File: config.mk
export PLATFORM = sky130hd
export DESIGN_NAME = fifo_write_arbiter_flat
export DESIGN_NICKNAME = d
export VERILOG_FILES = /design/src/rtl/fifo_write_arbiter_if.sv /design/src/rtl/fifo_write_arbiter.sv /design/src/flat_wrapper.sv
export SDC_FILE = /design/constraint.sdc
export NUM_CORES = 1
export LEC_CHECK = 0
export ABC_AREA = 1
export CAP_MARGIN = 20
export CORE_ASPECT_RATIO = 1.75
export CORE_MARGIN = 8
export CORE_UTILIZATION = 45
export DETAILED_ROUTE_END_ITERATION = 12
export PLACE_DENSITY = 0.87
export SLEW_MARGIN = 20
export SYNTH_ARGS = -nofsm -noshare
export SYNTH_HDL_FRONTEND = slang
export SYNTH_SLANG_ARGS = --single-unit
File: constraint.sdc
create_clock -name clk -period 2.9 [get_ports clk]
set_clock_uncertainty 0.15 [all_clocks]
set_input_delay 0.29 -clock clk [delete_from_list [all_inputs] [get_ports clk]]
set_output_delay 0.29 -clock clk [all_outputs]
set_load 0.03 [all_outputs]
File: src/rtl/fifo_write_arbiter_if.sv
// fifo_write_arbiter_if
// Bundles the requester-side handshake and the FIFO write-port signals of the
// round-robin write arbiter.
//   req        n_req        per-requester valid
//   req_data   n_req*width  packed beat data, requester i owns [i*width +: width]
//   ack        n_req        one-hot accept strobe back to the requesters
//   fifo_wdata width        to FIFO wdata
//   fifo_winc  1            to FIFO winc
//   fifo_wfull 1            from FIFO wfull (registered in the write domain)
//   gnt_id     idw          current owner index
//   busy       1            high while a burst is granted
// Modports: master = the arbiter, slave = requesters plus FIFO.
interface fifo_write_arbiter_if #(
  parameter int n_req = 4,
  parameter int width = 8,
  parameter int idw   = $clog2(n_req)
);
  logic [n_req-1:0]       req;
  logic [n_req*width-1:0] req_data;
  logic [n_req-1:0]       ack;
  logic [width-1:0]       fifo_wdata;
  logic                   fifo_winc;
  logic                   fifo_wfull;
  logic [idw-1:0]         gnt_id;
  logic                   busy;

  modport master (
    input  req, req_data, fifo_wfull,
    output ack, fifo_wdata, fifo_winc, gnt_id, busy
  );

  modport slave (
    output req, req_data, fifo_wfull,
    input  ack, fifo_wdata, fifo_winc, gnt_id, busy
  );
endinterface

File: src/rtl/fifo_write_arbiter.sv
// fifo_write_arbiter
// Round-robin arbiter sharing the single write port of the dual-clock FIFO
// among n_req requesters. Lives in the FIFO write-clock domain. An owner keeps
// the grant for up to max_burst beats, or until it drops its request; a full
// FIFO stalls the burst without ending it. Owner changes happen without a
// bubble; only leaving IDLE costs one arbitration cycle.
// Ports:
//   clk  write-domain clock (same net as the FIFO write clock)
//   rst  asynchronous, active-high reset
//   bus  fifo_write_arbiter_if.master (requester handshake + FIFO write port)
module fifo_write_arbiter #(
  parameter int n_req     = 4,
  parameter int width     = 8,
  parameter int max_burst = 4,
  parameter int idw       = $clog2(n_req)
) (
  input  logic                  clk,
  input  logic                  rst,
  fifo_write_arbiter_if.master  bus
);

  typedef enum logic {
    IDLE  = 1'b0,
    BURST = 1'b1
  } state_t;

  localparam logic [7:0]     last_beat = 8'(max_burst - 1);
  localparam logic [idw-1:0] last_rst  = idw'(n_req - 1);

  state_t         state, state_nx;
  logic [idw-1:0] owner, owner_nx;
  logic [idw-1:0] last, last_nx;
  logic [7:0]     beat_cnt, cnt_nx;

  logic [n_req-1:0] ack_v;
  logic             winc_v;
  logic             busy_v;
  logic             beat;
  logic             burst_end;

  // First requester found searching upward from prev+1 with wrap-around.
  // The wrap is done by subtraction so non-power-of-two n_req needs no divider.
  function automatic logic [idw-1:0] rr_pick(input logic [n_req-1:0] r,
                                             input logic [idw-1:0]   prev);
    logic [idw-1:0] sel;
    logic           hit;
    int             idx;
    sel = '0;
    hit = 1'b0;
    for (int k = 1; k <= n_req; k++) begin
      idx = int'(prev) + k;
      if (idx >= n_req) idx = idx - n_req;
      if (!hit && r[idx]) begin
        sel = idw'(idx);
        hit = 1'b1;
      end
    end
    return sel;
  endfunction

  // NOTE: every signal gets a default before the case so no path leaves it
  // unassigned; otherwise synthesis infers a latch to hold the old value.
  always_comb begin
    state_nx  = state;
    owner_nx  = owner;
    last_nx   = last;
    cnt_nx    = beat_cnt;
    ack_v     = '0;
    winc_v    = 1'b0;
    busy_v    = 1'b0;
    beat      = 1'b0;
    burst_end = 1'b0;

    case (state)
      IDLE: begin
        if (|bus.req) begin
          owner_nx = rr_pick(bus.req, last);
          cnt_nx   = '0;
          state_nx = BURST;
        end
      end

      BURST: begin
        busy_v = 1'b1;
        // Gating with wfull keeps winc identical to what the FIFO accepts,
        // so an ack always corresponds to a stored word.
        beat         = bus.req[owner] & ~bus.fifo_wfull;
        winc_v       = beat;
        ack_v[owner] = beat;

        if (beat) begin
          if (beat_cnt == last_beat) burst_end = 1'b1;
          else                       cnt_nx    = beat_cnt + 8'd1;
        end else if (!bus.req[owner]) begin
          // Voluntary release; a full stall with req held does not land here.
          burst_end = 1'b1;
        end

        if (burst_end) begin
          last_nx = owner;
          cnt_nx  = '0;
          // Hand over in the same cycle (no bubble); the current owner is
          // searched last, so it only regains the grant if it is alone.
          if (|bus.req) owner_nx = rr_pick(bus.req, owner);
          else          state_nx = IDLE;
        end
      end

      default: state_nx = IDLE;
    endcase
  end

  // NOTE: sequential state uses non-blocking assignments so every register
  // samples the pre-edge values regardless of statement order.
  always_ff @(posedge clk or posedge rst) begin
    if (rst) begin
      state    <= IDLE;
      owner    <= '0;
      last     <= last_rst;
      beat_cnt <= '0;
    end else begin
      state    <= state_nx;
      owner    <= owner_nx;
      last     <= last_nx;
      beat_cnt <= cnt_nx;
    end
  end

  // Outputs decode from the async-reset state, so asserting rst removes
  // winc/ack/busy immediately, mid-cycle.
  assign bus.ack        = ack_v;
  assign bus.fifo_winc  = winc_v;
  assign bus.busy       = busy_v;
  assign bus.gnt_id     = owner;
  assign bus.fifo_wdata = bus.req_data[int'(owner)*width +: width];

endmodule

File: src/flat_wrapper.sv
// flat-port wrapper written by rule: the top's interface ports become plain ports
module fifo_write_arbiter_flat 
#(
  parameter int n_req     = 4,
  parameter int width     = 8,
  parameter int max_burst = 4,
  parameter int idw       = $clog2(n_req)
)
  (clk, rst, bus_req, bus_req_data, bus_fifo_wfull, bus_ack, bus_fifo_wdata, bus_fifo_winc, bus_gnt_id, bus_busy);
  fifo_write_arbiter_if #(.n_req(n_req), .width(width), .idw(idw)) bus_i ();
  input  logic clk;
  input  logic rst;
  input wire logic [$bits(bus_i.req)-1:0] bus_req;
  input wire logic [$bits(bus_i.req_data)-1:0] bus_req_data;
  input wire logic [$bits(bus_i.fifo_wfull)-1:0] bus_fifo_wfull;
  output wire logic [$bits(bus_i.ack)-1:0] bus_ack;
  output wire logic [$bits(bus_i.fifo_wdata)-1:0] bus_fifo_wdata;
  output wire logic [$bits(bus_i.fifo_winc)-1:0] bus_fifo_winc;
  output wire logic [$bits(bus_i.gnt_id)-1:0] bus_gnt_id;
  output wire logic [$bits(bus_i.busy)-1:0] bus_busy;
  assign bus_i.req = bus_req;
  assign bus_i.req_data = bus_req_data;
  assign bus_i.fifo_wfull = bus_fifo_wfull;
  assign bus_ack = bus_i.ack;
  assign bus_fifo_wdata = bus_i.fifo_wdata;
  assign bus_fifo_winc = bus_i.fifo_winc;
  assign bus_gnt_id = bus_i.gnt_id;
  assign bus_busy = bus_i.busy;
  fifo_write_arbiter #(.n_req(n_req), .width(width), .max_burst(max_burst), .idw(idw)) u_core (.clk(clk), .rst(rst), .bus(bus_i));
endmodule
==> After elaboration in Yosys (flattened, before gate mapping) <==
Index checks and enable logic that the tools add are counted.
{ "totals": {"register_bits": 13, "output_inout_bits": 16} }
{ "op_classes": {"add_sub_neg": 17, "n_lt_le_gt_ge": 18, "n_eq_ne": 6, "n_shift": 1, "mux": 104, "n_bitwise": 4, "reduce_logical": 17} }
{ "op_table": {"columns": ["operator", "count"], "rows": [
  ["32-bit two-way mux", 28],
  ["32-bit by 4-bit greater-or-equal comparator with 1-bit output, second input constant", 8],
  ["32-bit by 4-bit less-than comparator with 1-bit output, second input constant", 8],
  ["32-bit by 4-bit subtractor with 32-bit output, second input constant", 8],
  ["1-bit two-way mux", 47],
  ["8-bit two-way mux", 4],
  ["32-bit by 6-bit variable part select with 8-bit output", 1],
  ["2-bit two-way mux", 11],
  ["1-bit binary-select mux with 2-bit select", 9],
  ["8-bit case mux with 2 select lines", 1],
  ["2-bit by 2-bit adder with 3-bit output, second input constant", 4],
  ["2-bit by 3-bit adder with 4-bit output, second input constant", 2],
  ["8-bit by 1-bit adder with 8-bit output, second input constant", 1],
  ["8-bit by 2-bit equality test with 1-bit output, second input constant", 1],
  ["1-bit logical AND", 7],
  ["2-bit by 1-bit adder with 3-bit output, second input constant", 2],
  ["1-bit zero test", 6],
  ["3-bit != test, second input constant", 2],
  ["3-bit AND reduction", 2],
  ["4-bit bitwise AND", 1],
  ["4-bit two-way mux", 1],
  ["2-bit != test, second input constant", 2],
  ["2-bit case mux with 2 select lines", 1],
  ["4-bit OR reduction", 1],
  ["8 further kinds", 9]
]} }

==> Longest topological paths before layout <==
Gate-level depths: netlist of run 1.
{ "depth": {"depth_word": 32, "mapped_depth": 14, "mapped_depth_nobuf": 12} }

==> Least setup slack after synthesis of run 1 <==
No wires, ideal clock.
{ "synth_path": {"kind": "register to output", "from": "register u_core.owner[0], in the netlist u_core.bus.gnt_id[0]", "to": "output bus_ack[0]", "arrival_time_ps": 2141, "required_ps": 2460, "slack_ps": 319, "stages_incl_launch_ff": 10, "path_buffers": 1, "cell_sequence": "dfrtp_1 -> buf_6 -> nand2_1 -> o21ai_1 -> nand2_1 -> nand2_2 -> nand2_2 -> nor2_1 -> inv_1 -> nor2_1"} }
{ "synth_between": {"elab_chain_cells": 6, "elab_cells_between_ends": 10, "classes_between": "order compare (2); mux (5); bitwise (2); reduce/logical (1)"} }
{ "synth_rtl": {"columns": ["item", "line_no", "rtl"], "rows": [
  ["start: declaration", "fifo_write_arbiter.sv:31", "logic [idw-1:0] owner, owner_nx;"],
  ["start signal: assignment", "fifo_write_arbiter.sv:123", "owner <= owner_nx;"],
  ["2-bit by 3-bit less-than comparator with 1-bit output (not written as such) / 2-bit by 1-bit greater-or-equal comparator with 1-bit output (equally long branches)", "fifo_write_arbiter.sv:89", "ack_v[owner] = beat;"],
  ["1-bit logical AND (not written as such)", "fifo_write_arbiter.sv:89", null],
  ["1-bit two-way mux (not written as such)", "fifo_write_arbiter.sv:89", null],
  ["1-bit demux with 2-bit select", null, null],
  ["4-bit bitwise AND (no line) (*)", null, null],
  ["4-bit two-way mux (*)", "fifo_write_arbiter.sv:74", "case (state)"],
  ["end: declaration", "flat_wrapper.sv:16", "output wire logic [$bits(bus_i.ack)-1:0] bus_ack;"]
]} }
Every way passes the cells marked *; elsewhere a longest branch is shown, timed or not. The select of a mux whose other input is x is not followed.

==> Worst setup path after layout of run 1 <==
{ "layout_path": {"from": "input bus_req[2]", "to": "output bus_ack[2]"} }
{ "layout_between": {"elab_chain_cells": 5} }
{ "layout_rtl": {"columns": ["item", "line_no", "rtl"], "rows": [
  ["start: declaration", "flat_wrapper.sv:13", "input wire logic [$bits(bus_i.req)-1:0] bus_req;"],
  ["1-bit binary-select mux with 2-bit select", "fifo_write_arbiter.sv:87", "beat = bus.req[owner] & ~bus.fifo_wfull;"],
  ["1-bit two-way mux (not written as such)", "fifo_write_arbiter.sv:87", null],
  ["1-bit bitwise AND", "fifo_write_arbiter.sv:87", null],
  ["4-bit bitwise AND (no line)", null, null],
  ["4-bit two-way mux", "fifo_write_arbiter.sv:74", null]
]} }
No other way between the ends. The select of a mux whose other input is x is not followed.

==> results of run 1 <==
[cells by family (layout without fill, tap and decap cells)]
logic type                 after synthesis  count (layout)  share of synthesized area
AOI/OAI and AO/OA                       40              40                      0.159
xor gates and xnor gates                 3               3                     0.0175
adders and majority gates                5               5                     0.0416
buffers and inverters                   40              93                      0.128
DFF                                     13              13                      0.218
and+or+nand+nor                        151             151                      0.436
[layout by cell type (no fill, tap or decap), types with 2 or more instances in the layout]
master	count
xor2_1	3
o21ai_2	3
nand4_1	6
dfstp_2	2
nand3_1	15
clkbuf_8	3
dfrtp_1	10
o21ai_0	18
o21ai_1	4
nand2_2	7
o22ai_1	8
nor2_2	2
dlymetal6s2s_1	2
buf_4	5
clkdlybuf4s50_1	51
nor2_1	35
inv_1	27
nand2_1	79
nor3_1	3
a21oi_1	4
ha_1	5
[flip-flops by register name, summed over array words and instances, names as in the netlist]
signal / flops
u_core.beat_cnt: 8
u_core.last: 2
u_core.bus.gnt_id: 2
u_core.state: 1
[per-stage QoR]
stage | hold WS [ns] | utilization | instance area (µm²) | std cells
finish | 0.214 | 0.642 | 2120 | 350
global route | 0.282 | 0.642 | 2120 | 350
CTS | 0.230 | 0.640 | 2110 | 350
detailed placement | 0.392 | 0.626 | 2060 | 346
global placement | 0.385 | 0.626 | 2060 | 346
floorplan | 0.0155 | - | 1500 | 252
[worst paths after layout]
check                                     start  depth (start not counted)                   end
max in group asynchronous                   rst                          2  u_core.bus.gnt_id[0]
min reg2reg                  u_core.beat_cnt[7]                          2    u_core.beat_cnt[7]
min in group clk             u_core.beat_cnt[7]                          2    u_core.beat_cnt[7]
max reg2reg                u_core.bus.gnt_id[1]                         12  u_core.bus.gnt_id[0]
min                                         rst                          2    u_core.beat_cnt[0]
max                                  bus_req[2]                         10            bus_ack[2]
[power by group through the flow]
stage / clock [mW] / combinational (mW) / sequential (mW)
2_1_floorplan: 0 / 1.05 / 0.283
3_3_place_gp: 0 / 1.37 / 0.325
3_5_place_dp: 0 / 1.39 / 0.326
4_1_cts: 0.164 / 1.40 / 0.323
5_1_grt: 0.172 / 1.56 / 0.337
6_report: 0.161 / 1.39 / 0.326
[cell type report]
cell class              instances  area, µm²
fillers                       337       1180
clock buffers                   4       45.0
inverters                      31        129
well taps                      45       56.3
flip-flops and latches         13        329
repair buffers                 58        573
multi-input cells             199        983
[per-layer routing]
metal  GRT usage  part of all wire  vias up
met3      0.0250             0.042       15
met4      0.0782             0.037        0
met2       0.338              0.56       48
li1            -                 -      906
met1       0.157              0.36      784
met5           0                 0        -
[what timing repair did]
item                       4_1_cts  5_1_grt
setup endpoints to repair        0        3
gates resized for setup          0        4
hold buffers                     0        0
==> flow_metrics.tcl, run 1 <==
set metrics [dict create \
    synth_top_area_share 0.197 \
    clk_pin_slew_ns 0.05 \
    switching_share 0.547 \
    hold_viol 0 \
    grt_pass1_vias 1765 \
    grt_pass1_wl_mm 7.54 \
    netSwitchingPower_mw 1.03 \
    worst-path-buf-inv 4 \
    vdd_drop_max_uv 552 \
    drive_gt1_frac 0.105 \
    dp_hpwl_mm 3.61 \
    die_w_um 59.7 \
    cp-start-kind "input pin" \
    die_h_um 92.5 \
    ys_seq_elements 13 \
    setup_tns_ns 0 \
    finalPower_mw 1.88 \
    max-cap-violations 0 \
    synth_edf_count 0 \
    grt_setup_unrepaired "false" \
    synth_cell_types 32 \
    seq_area_frac_synth 0.218 \
    critical-path-top-delay-family "buffers and inverters" \
    drt_iter0_drc 53 \
    setup_viol_count_final 0 \
    rrSetupSlack_ns 0.72 \
    wl_mm 4.44 \
    crit_chain "clkdlybuf4s50_1 -> inv_1 -> o21ai_1 -> nand2_1 -> nand2_2 -> nand2_2 -> nor2_1 -> inv_1 -> nor2_1 -> clkdlybuf4s50_1" \
    powerDensity_mw_per_mm2 886 \
    rows 28 \
    pre_cts_slack_ns 0.141 \
    min_path_type "input pin to async pin" \
    fin_ws_ns 0.153 \
    syn2layout_area_growth_pct 40.7 \
    worst_slew_pin_slew_ns 0.489 \
    crit_type "input pin to primary output" \
    vias 1753 \
    grt-ovfl-total 0 \
    yosysWarningCount 0 \
    p_leak_nw 1.04 \
    async_flop_share 1.00 \
    power_frac_comb 0.741 \
    postCtsSetupRepairBufs 0 \
    cts_buffers 3 \
    crit_slowest_cell "clkdlybuf4s50_1" \
    antenna_found_initial 0 \
    synth_top_cell_by_area "nand2_1" \
    fin_crit_sh 0.947 \
    place.gp.congestion 0.864 \
    cpPeakStageDelay_ns 0.67 \
    dieArea_mm2 0.00552 \
    port_buffers 54 \
    synth_top_flop_cell "dfrtp_1" \
    n_antenna_cell 0 \
    insertion_delay_ns 0.24 \
    start_util 0.457 \
    max_freq_mhz 364 \
    layout.nets 350 \
    end_kind "primary output" \
    core-area_mm2 0.00329 \
    cp.arrival_ns 2.31 \
    status "finished clean" \
    clockRootBuffer "clkbuf_8" \
    synth_area_mm2 0.00150 \
    synth.avg_cell_area_um2 5.97 \
    grt_usage 0.171 \
    ios 55 \
    yosys-top-cells-area "nand2_1, dfrtp_1, nor2_1, inv_1, o21ai_0" \
    relSlewSlack 0.673 \
    critPathMaxFanout 4 \
    grt_max_degree 21 \
    p_seq_frac 0.174 \
    fin_crit_ns 2.75 \
    route.antenna.remaining_nets 0 \
    synth.most_common_cell "nand2_1" \
    p_int_mw 0.849 \
    vias_per_cell 5.01 \
    syn_inst 252 \
    syn_nets 296 \
    synth_common_cells "nand2_1, nor2_1, inv_1, o21ai_0, nand3_1" \
    clock_path_buffers 2 \
    drtPass1Iterations 4 \
    clock-sinks 13 \
    critPathRequiredTime_ns 2.46 \
    p_clk_frac 0.086 \
    wl_per_cell_um 12.7 \
    cts_tree "yes" \
    h-tree-depth 1 \
    slew_viol_final 0 \
    drc 0 \
]
Power figures use the tool's default switching activity.
==> inputs of run 2 (changes only) <==
--- a/config.mk
+++ b/config.mk
@@ -12,6 +12,7 @@
 export CORE_UTILIZATION = 45
 export DETAILED_ROUTE_END_ITERATION = 12
 export PLACE_DENSITY = 0.87
+export SETUP_SLACK_MARGIN = 0.5
 export SLEW_MARGIN = 20
 export SYNTH_ARGS = -nofsm -noshare
 export SYNTH_HDL_FRONTEND = slang
==> constraint.sdc (replaced) <==
create_clock -name clk -period 2.9 [get_ports clk]
set_clock_uncertainty 0.15 [all_clocks]
set_input_delay 0.29 -clock clk [delete_from_list [all_inputs] [get_ports clk]]
set_output_delay 0.29 -clock clk [all_outputs]
set_load 0.02 [all_outputs]
==> run 2 against run 1 <==
Compared with the run above: wire length rose by 1.9%; clock-buffer cell count did not move; cell area rose by 0.89%; critical path depth fell by 5; flip-flop and latch count did not move.
==> flow_metrics.tcl, run 2 (synthesis gave the netlist of run 1 again) <==
set metrics [dict create \
    drt_iter0_drc 97 \
    cts_tree "yes" \
    critPathRequiredTime_ns 2.46 \
    end_kind "primary output" \
    relSlewSlack 0.671 \
    dieArea_mm2 0.00552 \
    slew_viol_final 0 \
    cts_hold_buf 0 \
    crit_type "register to primary output" \
    drc 0 \
    ios 55 \
    h-tree-depth 1 \
    top_register "u_core.beat_cnt" \
    grt_max_degree 21 \
    most-common-layout-cells "nand2_1, clkdlybuf4s50_1, nor2_1, inv_1, o21ai_0" \
    start_util 0.457 \
    route.antenna.remaining_nets 0 \
    cp-start-kind "register" \
    final_area_mm2 0.00213 \
    fin_crit_ns 2.35 \
    powerDensity_mw_per_mm2 852 \
    p_leak_nw 1.07 \
    wl_mm 4.53 \
    crit_slowest_cell "clkdlybuf4s50_1" \
    syn2layout_area_growth_pct 41.9 \
    critical-path-top-delay-family "buffers and inverters" \
    cp.arrival_ns 1.91 \
    vias_per_cell 4.98 \
    core-area_mm2 0.00329 \
    status "finished clean" \
    die_w_um 59.7 \
    antenna_found_initial 0 \
    layout.nets 354 \
    largest_reg_flops 8 \
    vdd_drop_max_uv 640 \
    insertion_delay_ns 0.24 \
    dp_hpwl_mm 3.67 \
    grt_pass1_wl_mm 7.82 \
    port_buffers 54 \
    grt_pass1_vias 1790 \
    rrSetupSlack_ns 0.83 \
    worst_slew_pin_slew_ns 0.492 \
    n_antenna_cell 0 \
    setup_tns_ns 0 \
    worst-path-buf-inv 3 \
    clockRootBuffer "clkbuf_8" \
    clk_pin_slew_ns 0.05 \
    drtPass1Iterations 4 \
    grt-ovfl-total 0 \
    place.gp.congestion 0.881 \
    grt_usage 0.176 \
    critPathMaxFanout 15 \
    hold_viol 0 \
    grt_setup_unrepaired "false" \
    max-cap-violations 0 \
    cpPeakStageDelay_ns 0.63 \
    min_path_type "input pin to async pin" \
    final_common_cell "nand2_1" \
    cts_buffers 3 \
    clock_path_buffers 2 \
    drive_gt1_frac 0.133 \
    fin_crit_sh 0.810 \
    die_h_um 92.5 \
    vias 1762 \
    rows 28 \
    clock-sinks 13 \
    max_freq_mhz 426 \
    crit_chain "inv_1 -> buf_4 -> o21ai_0 -> o22ai_1 -> clkdlybuf4s50_1" \
    setup_viol_count_final 0 \
    dpl_cell_area_mm2 0.00206 \
    wl_per_cell_um 12.8 \
]
[run 2: cell count changes in the layout (fill, tap and decap cells not counted), moves of 2 or more]
| cell | delta |
|---|---|
| clkdlybuf4s50_1 | -8 |
| dlymetal6s2s_1 | +2 |
| clkbuf_2 | +4 |
| dlygate4sd2_1 | +3 |
| buf_4 | +3 |
[run 2: area by class of cell]
class                      instances  area, µm²
tap                               45       56.3
sequential                        13        330
multi-input combinational        199        987
fill                             318       1160
inverter                          31        129
timing repair buffer              62        587
clock buffer                       4       45.0
[run 2: worst register-to-register path: stages (launching register included)]
cell	delay (ns)
dfrtp_2	0.52
inv_1	0.09
buf_4	0.19
ha_1	0.33
inv_1	0.07
nand2_2	0.08
nand2_2	0.07
nor2_2	0.12
nand2_1	0.08
nand2_2	0.10
nor2_1	0.05
nand2_1	0.05
nand2_1	0.06
[run 2: worst paths after layout]
check                                     start                    to  cells past startpoint
setup / recovery           u_core.bus.gnt_id[1]     bus_fifo_wdata[1]                      5
hold / removal                              rst    u_core.beat_cnt[0]                      2
setup reg to reg           u_core.bus.gnt_id[1]  u_core.bus.gnt_id[1]                     12
hold reg to reg              u_core.beat_cnt[7]    u_core.beat_cnt[7]                      2
max in group asynchronous                   rst  u_core.bus.gnt_id[0]                      2
min in group clk             u_core.beat_cnt[7]    u_core.beat_cnt[7]                      2
[run 2: power breakdown]
part           internal (mW)  switching (mW)
Clock                 0.0969          0.0619
Sequential             0.233          0.0892
Combinational          0.529           0.809
Total                  0.858           0.960
[run 2: repair_timing]
| item | CTS | global route |
|---|---|---|
| resized for setup | 12 | 11 |
| buffers inserted | 2 | 3 |
| gates cloned | 0 | 0 |
| setup endpoints to repair | 13 | 11 |
[run 2: stage by stage]
stage          hold WS, ns   util  std cells  total power, mW  setup slack (ns)
3_3_place_gp         0.387  0.625        345             1.62             0.251
2_1_floorplan       0.0155      -        252             1.25             0.665
3_5_place_dp         0.398  0.625        345             1.64             0.212
6_report             0.220  0.648        354             1.82             0.551
4_1_cts              0.236  0.642        351             1.81             0.502
5_1_grt              0.301  0.648        354             2.00             0.501
[run 2: layer usage]
metal / share of wire / wire length [µm] / GRT usage
met1: 0.35 / 1610 / 0.164
met2: 0.56 / 2530 / 0.342
met3: 0.041 / 185 / 0.0250
met4: 0.045 / 204 / 0.0922
met5: 0 / 0 / 0
==> patch 1 (config.mk and constraints of run 2) <==
`width` is set to 8 in 3 places; all go to 6.
--- a/src/rtl/fifo_write_arbiter_if.sv
+++ b/src/rtl/fifo_write_arbiter_if.sv
@@ -13,5 +13,5 @@
 interface fifo_write_arbiter_if #(
   parameter int n_req = 4,
-  parameter int width = 8,
+  parameter int width = 6,
   parameter int idw   = $clog2(n_req)
 );
--- a/src/rtl/fifo_write_arbiter.sv
+++ b/src/rtl/fifo_write_arbiter.sv
@@ -11,5 +11,5 @@
 module fifo_write_arbiter #(
   parameter int n_req     = 4,
-  parameter int width     = 8,
+  parameter int width     = 6,
   parameter int max_burst = 4,
   parameter int idw       = $clog2(n_req)
--- a/src/flat_wrapper.sv
+++ b/src/flat_wrapper.sv
@@ -3,5 +3,5 @@
 #(
   parameter int n_req     = 4,
-  parameter int width     = 8,
+  parameter int width     = 6,
   parameter int max_burst = 4,
   parameter int idw       = $clog2(n_req)
Ports: changed (resized bus_fifo_wdata and bus_req_data); port bits go from 55 to 45. No check against the original RTL was run, so the function may have changed too.
==> patch 1 against run 2 <==
Combinational power grew 4%; setup slack better by 85 ps; cell area shrank 10%; total power increased by 2.2%; sequential cell count is the same; area after synthesis shrank 3.7%; wire length decreased by 7.3%; critical path type unchanged; largest power group unchanged.
==> patch 1: results (changes against run 2) <==
* Status: finished, final reports clean
* Syn_nets at 265 (-10%)
* Port Buffer Count at 44 (-19%)
* Comb power frac at 0.748 (+0.012)
* Final GP Congestion at 0.835 (-5.3%)
* Syn Area/Cell at 6.33 um2 (+6.0%)
* DP Worst Slack at 252 ps (+40.2 ps)
* Cells after DPL at 309 (-10%)
* Arrival @ worst endpoint at 1820 ps (-90 ps)
* Layout cells sized above 1 at 0.130 (-0.00306)
* Count of different cell masters after synthesis at 32 (unchanged)
* Max reg flops at 8 (unchanged)
* Clock share of power at 0.090 (+0.003)
* Worst path max stage delay at 660 ps (+30 ps)
* Met3 Wirelength at 212 um (+15%)
* M2 GR Usage at 0.299 (-0.0426)
* Routing usage on met1 at 0.157 (-0.00728)
* Wl on met1 at 1580 um (-1.6%)
* GRT Util Overall at 0.158 (-0.0180)
* Via density at 5.22 (+4.9%)
* Seq. pwr at 302 uW (-6.2%)
* Initial DRC Count at 55 (-43%)
* Post_cts resized at 8 (-4)
* Worst r2r path cells at 8 (-4)
* Drt first pass iters at 5 (+1)
* Psw at 1000 uW (+4.5%)
* Worst vdd ir at 0.000494 V (-23%)
* Worst-Margin Slew at 496 ps (+4.19 ps)
* First-pass GRT wire length at 6890 um (-12%)
* Min Tclk post-route at 2260 ps (-85.3 ps)
* GR Util met3 at 0.0254 (+0.000424)
* Synth cell count leaders: 60 x nand2_1, 28 x nor2_1, 26 x inv_1
* Metal2 WL at 2300 um (-9.0%)
* CP top delay family: buffers and inverters
* Wire per inst at 13.4 um (+4.8%)
* Critical Path Fanout Max at 21 (+6)
* Area post-placement at 1880 um2 (-8.5%)
* Pleak at 0.000887 uW (-17%)
* Setup bufs post-CTS at 0 (-2)
* Fillers at 285 (-10%)
* Largest net degree at the start of global routing at 22 (+4.8%)
* R2R Setup Slk at 1030 ps (+200 ps)
* Top sig layer: met4
* Sequential share of the synthesized area at 0.226 (+0.00828)
* Via count at 1635 (-7.2%)
* Dominant cells by area after synthesis: dfrtp_1 19%, nand2_1 16%, o21ai_0 7.9%
* Slowest CP cell: clkdlybuf4s50_1
* HPWL Detailed at 3370 um (-8.2%)
-- patch 1: cell count changes after synthesis, sizes merged, moves of 2 or more --
| cell | before | now |
|---|---|---|
| nor2 | 37 | 32 |
| o22ai | 8 | 6 |
| nand2 | 87 | 66 |
| nand3 | 16 | 18 |
| nor3 | 4 | 7 |
| clkbuf | 3 | 1 |
| nand4 | 6 | 9 |
| buf | 6 | 8 |
-- patch 1: logic make-up after synthesis --
logic type      count (synthesis)  share of synthesized area
fa+ha+maj                       5                     0.0432
flops                          13                      0.226
simple gates                  132                      0.437
buf+inv                        39                      0.132
compound gates                 37                      0.143
xor+xnor                        3                     0.0181
-- patch 1: final cells by class --
| type | count | area [um2] | share of cell area |
|---|---|---|---|
| clock buffer | 4 | 45.0 | 0.0234 |
| inverter | 30 | 118 | 0.0612 |
| multi-input combinational | 177 | 932 | 0.485 |
| sequential | 13 | 329 | 0.171 |
| tap | 43 | 53.8 | 0.0280 |
| timing repair buffer | 46 | 444 | 0.231 |
-- patch 1: metrics by stage --
step	hold slack, ps	util
after global routing	300	0.618
after global placement	342	0.605
final	220	0.618
after CTS	251	0.620
after floorplan	15.5	-
after detailed placement	368	0.605
-- patch 1: worst paths after layout --
check | end | startpoint
max reg2reg | u_core.bus.gnt_id[0]$_DFFE_PP0P_ | u_core.last[0]$_DFFE_PP1P_
min | u_core.beat_cnt[0]$_DFFE_PP0P_ | rst
min in group clk | u_core.beat_cnt[1]$_DFFE_PP0P_ | u_core.beat_cnt[1]$_DFFE_PP0P_
min reg2reg | u_core.beat_cnt[1]$_DFFE_PP0P_ | u_core.beat_cnt[1]$_DFFE_PP0P_
max | bus_fifo_wdata[1] | u_core.bus.gnt_id[0]$_DFFE_PP0P_
max in group asynchronous | u_core.bus.gnt_id[0]$_DFFE_PP0P_ | rst
==> patch 2 (settings of run 2) <==
Made on the original files. One comparison of `beat_cnt` changes from == to >=.
--- a/src/rtl/fifo_write_arbiter.sv
+++ b/src/rtl/fifo_write_arbiter.sv
@@ -90,5 +90,5 @@
 
         if (beat) begin
-          if (beat_cnt == last_beat) burst_end = 1'b1;
+          if (beat_cnt >= last_beat) burst_end = 1'b1;
           else                       cnt_nx    = beat_cnt + 8'd1;
         end else if (!bus.req[owner]) begin
Check against the original RTL: no difference found for any inputs over 4 cycles, from zero or initial values and one cycle with rst high; that may be too few to reach the edited logic, so the function may still have changed.
==> patch 2 against run 2 <==
Combinational power grew 10%; setup slack lost 3.1 ps; cell area shrank 11%; wire length shrank 5.0%; first-iteration DRC count shrank 49%; sequential cell count is the same; total power grew 8.3%; critical path depth is the same; via count shrank 12%; hold slack gained 8.2 ps; area after synthesis shrank 13%; critical endpoint is now bus_fifo_wdata[7]; largest power group unchanged.
==> patch 2: results (changes against run 2) <==
* Pleak at 0.000999 uW (-6.6%)
* Clock share of power at 0.082 (-0.005)
* Via count at 1559 (-12%)
* Psw at 1060 uW (+10%)
* Syn_nets at 263 (-11%)
* Hold Slack at 228 ps (+8.20 ps)
* Most flops, register: u_core.beat_cnt
* Slowest CP cell: clkdlybuf4s50_1
* Port Buffer Count at 54 (unchanged)
* DP Worst Slack at 312 ps (+100 ps)
* Metal2 WL at 2530 um (+0.12%)
* Met3 Wirelength at 184 um (-0.54%)
* Area post-placement at 1860 um2 (-9.5%)
* Arrival @ worst endpoint at 1910 ps (about the same)
* Initial DRC Count at 49 (-49%)
* Root buf cell: clkbuf_8
* Synth cell count leaders: 56 x nand2_1, 37 x nor2_1, 31 x inv_1
* WL final at 4300 um (-5.0%)
* Largest net degree at the start of global routing at 24 (+14%)
* Status: finished, final reports clean
* Worst hold path class: in2async
* Multiplexer area fraction after synthesis at 0 (unchanged)
* Post-synthesis instance total at 219 (-13%)
* Sequential share of the synthesized area at 0.250 (+0.0320)
* Post-Synth XOR/XNOR Area at 0 (-0.0175)
* Post-synthesis compound-gate area fraction at 0.189 (+0.0300)
* H-tree depth at 1 (unchanged)
* Final nets at 317 (-10%)
* Cells after DPL at 296 (-14%)
* Drt first pass iters at 5 (+1)
* Wire per inst at 14.3 um (+12%)
* Critical Path Fanout Max at 19 (+4)
* First-pass GRT wire length at 7320 um (-6.4%)
* Worst vdd ir at 0.000610 V (-4.7%)
* Start point of the critical path: u_core.bus.gnt_id[0]$_DFFE_PP0P_
* Top sig layer: met4
* Wl on met1 at 1460 um (-8.8%)
* Fillers at 267 (-16%)
* Dominant cells by area after synthesis: dfrtp_1 21%, nand2_1 16%, nor2_1 11%
* Count of different cell masters after synthesis at 25 (-22%)
* Worst-Margin Slew at 518 ps (+25.4 ps)
* Comb pwr at 1480 uW (+10%)
* Worst reg2reg startpoint: u_core.bus.gnt_id[1]$_DFFE_PP0P_
* Post-synthesis adder-cell area fraction at 0.0477 (+0.00611)
* Layout cells sized above 1 at 0.0846 (-0.0481)
* Final GP Congestion at 0.965 (+9.5%)
* HPWL Detailed at 3480 um (-5.2%)
* Max reg flops at 8 (unchanged)
* Ys Warns at 0 (unchanged)
* Clk_lat worst skew at 240 ps (about the same)
* GRT Util Overall at 0.182 (+0.00585)
* Main synth FF type: dfrtp_1
* Switching share of total power at 0.538 (+0.0104)
-- patch 2: cell count changes after synthesis, moves of 3 or more --
cell     before  now
nand3_1      15   11
o21ai_0      18   25
o21ai_1       4    0
o21ai_2       3    0
nor3_1        3    0
nand2_1      79   56
inv_1        27   31
xor2_1        3    0
nand2_2       7    3
-- patch 2: cell families after synthesis --
group	count (synthesis)
buffers and inverters	40
flip-flops	13
AND/OR/NAND/NOR	118
AO/OA/AOI/OAI	43
adder cells (fa/ha/maj)	5
-- patch 2: area by class of cell --
type                       instances  area, um2  share of cell area
sequential                        13        329               0.173
timing repair buffer              57        559               0.294
inverter                          32        120              0.0631
clock buffer                       4       45.0              0.0237
tap                               28       35.0              0.0184
multi-input combinational        166        816               0.428
-- patch 2: per-layer routing --
layer,GRT usage,up-vias
met5,0,-
met4,0.0923,0
met3,0.0395,10
met2,0.363,39
met1,0.161,705
li1,-,805
-- patch 2: final timing paths --
check | to | slack (ps) | cells after the start
worst max register to register | u_core.bus.gnt_id[0]$_DFFE_PP0P_ | 800 | 12
min in group clk | u_core.beat_cnt[3]$_DFFE_PP0P_ | 340 | 2
worst min register to register | u_core.beat_cnt[3]$_DFFE_PP0P_ | 340 | 2
worst min-delay path | u_core.beat_cnt[2]$_DFFE_PP0P_ | 230 | 2
worst max-delay path | bus_fifo_wdata[7] | 550 | 5
max in group asynchronous | u_core.bus.gnt_id[1]$_DFFE_PP0P_ | 2000 | 2
-- patch 2: what timing repair did --
action,4_1_cts,5_1_grt
setup endpoints to repair,13,11
setup buffers,0,0
resized for setup,8,14
-- patch 2: worst max-delay path: cells and delay by family, from the launching register on --
kind / cells / cell delay (ps)
flip-flops: 1 / 410
buffers and inverters: 3 / 1040
AO/OA/AOI/OAI: 2 / 210
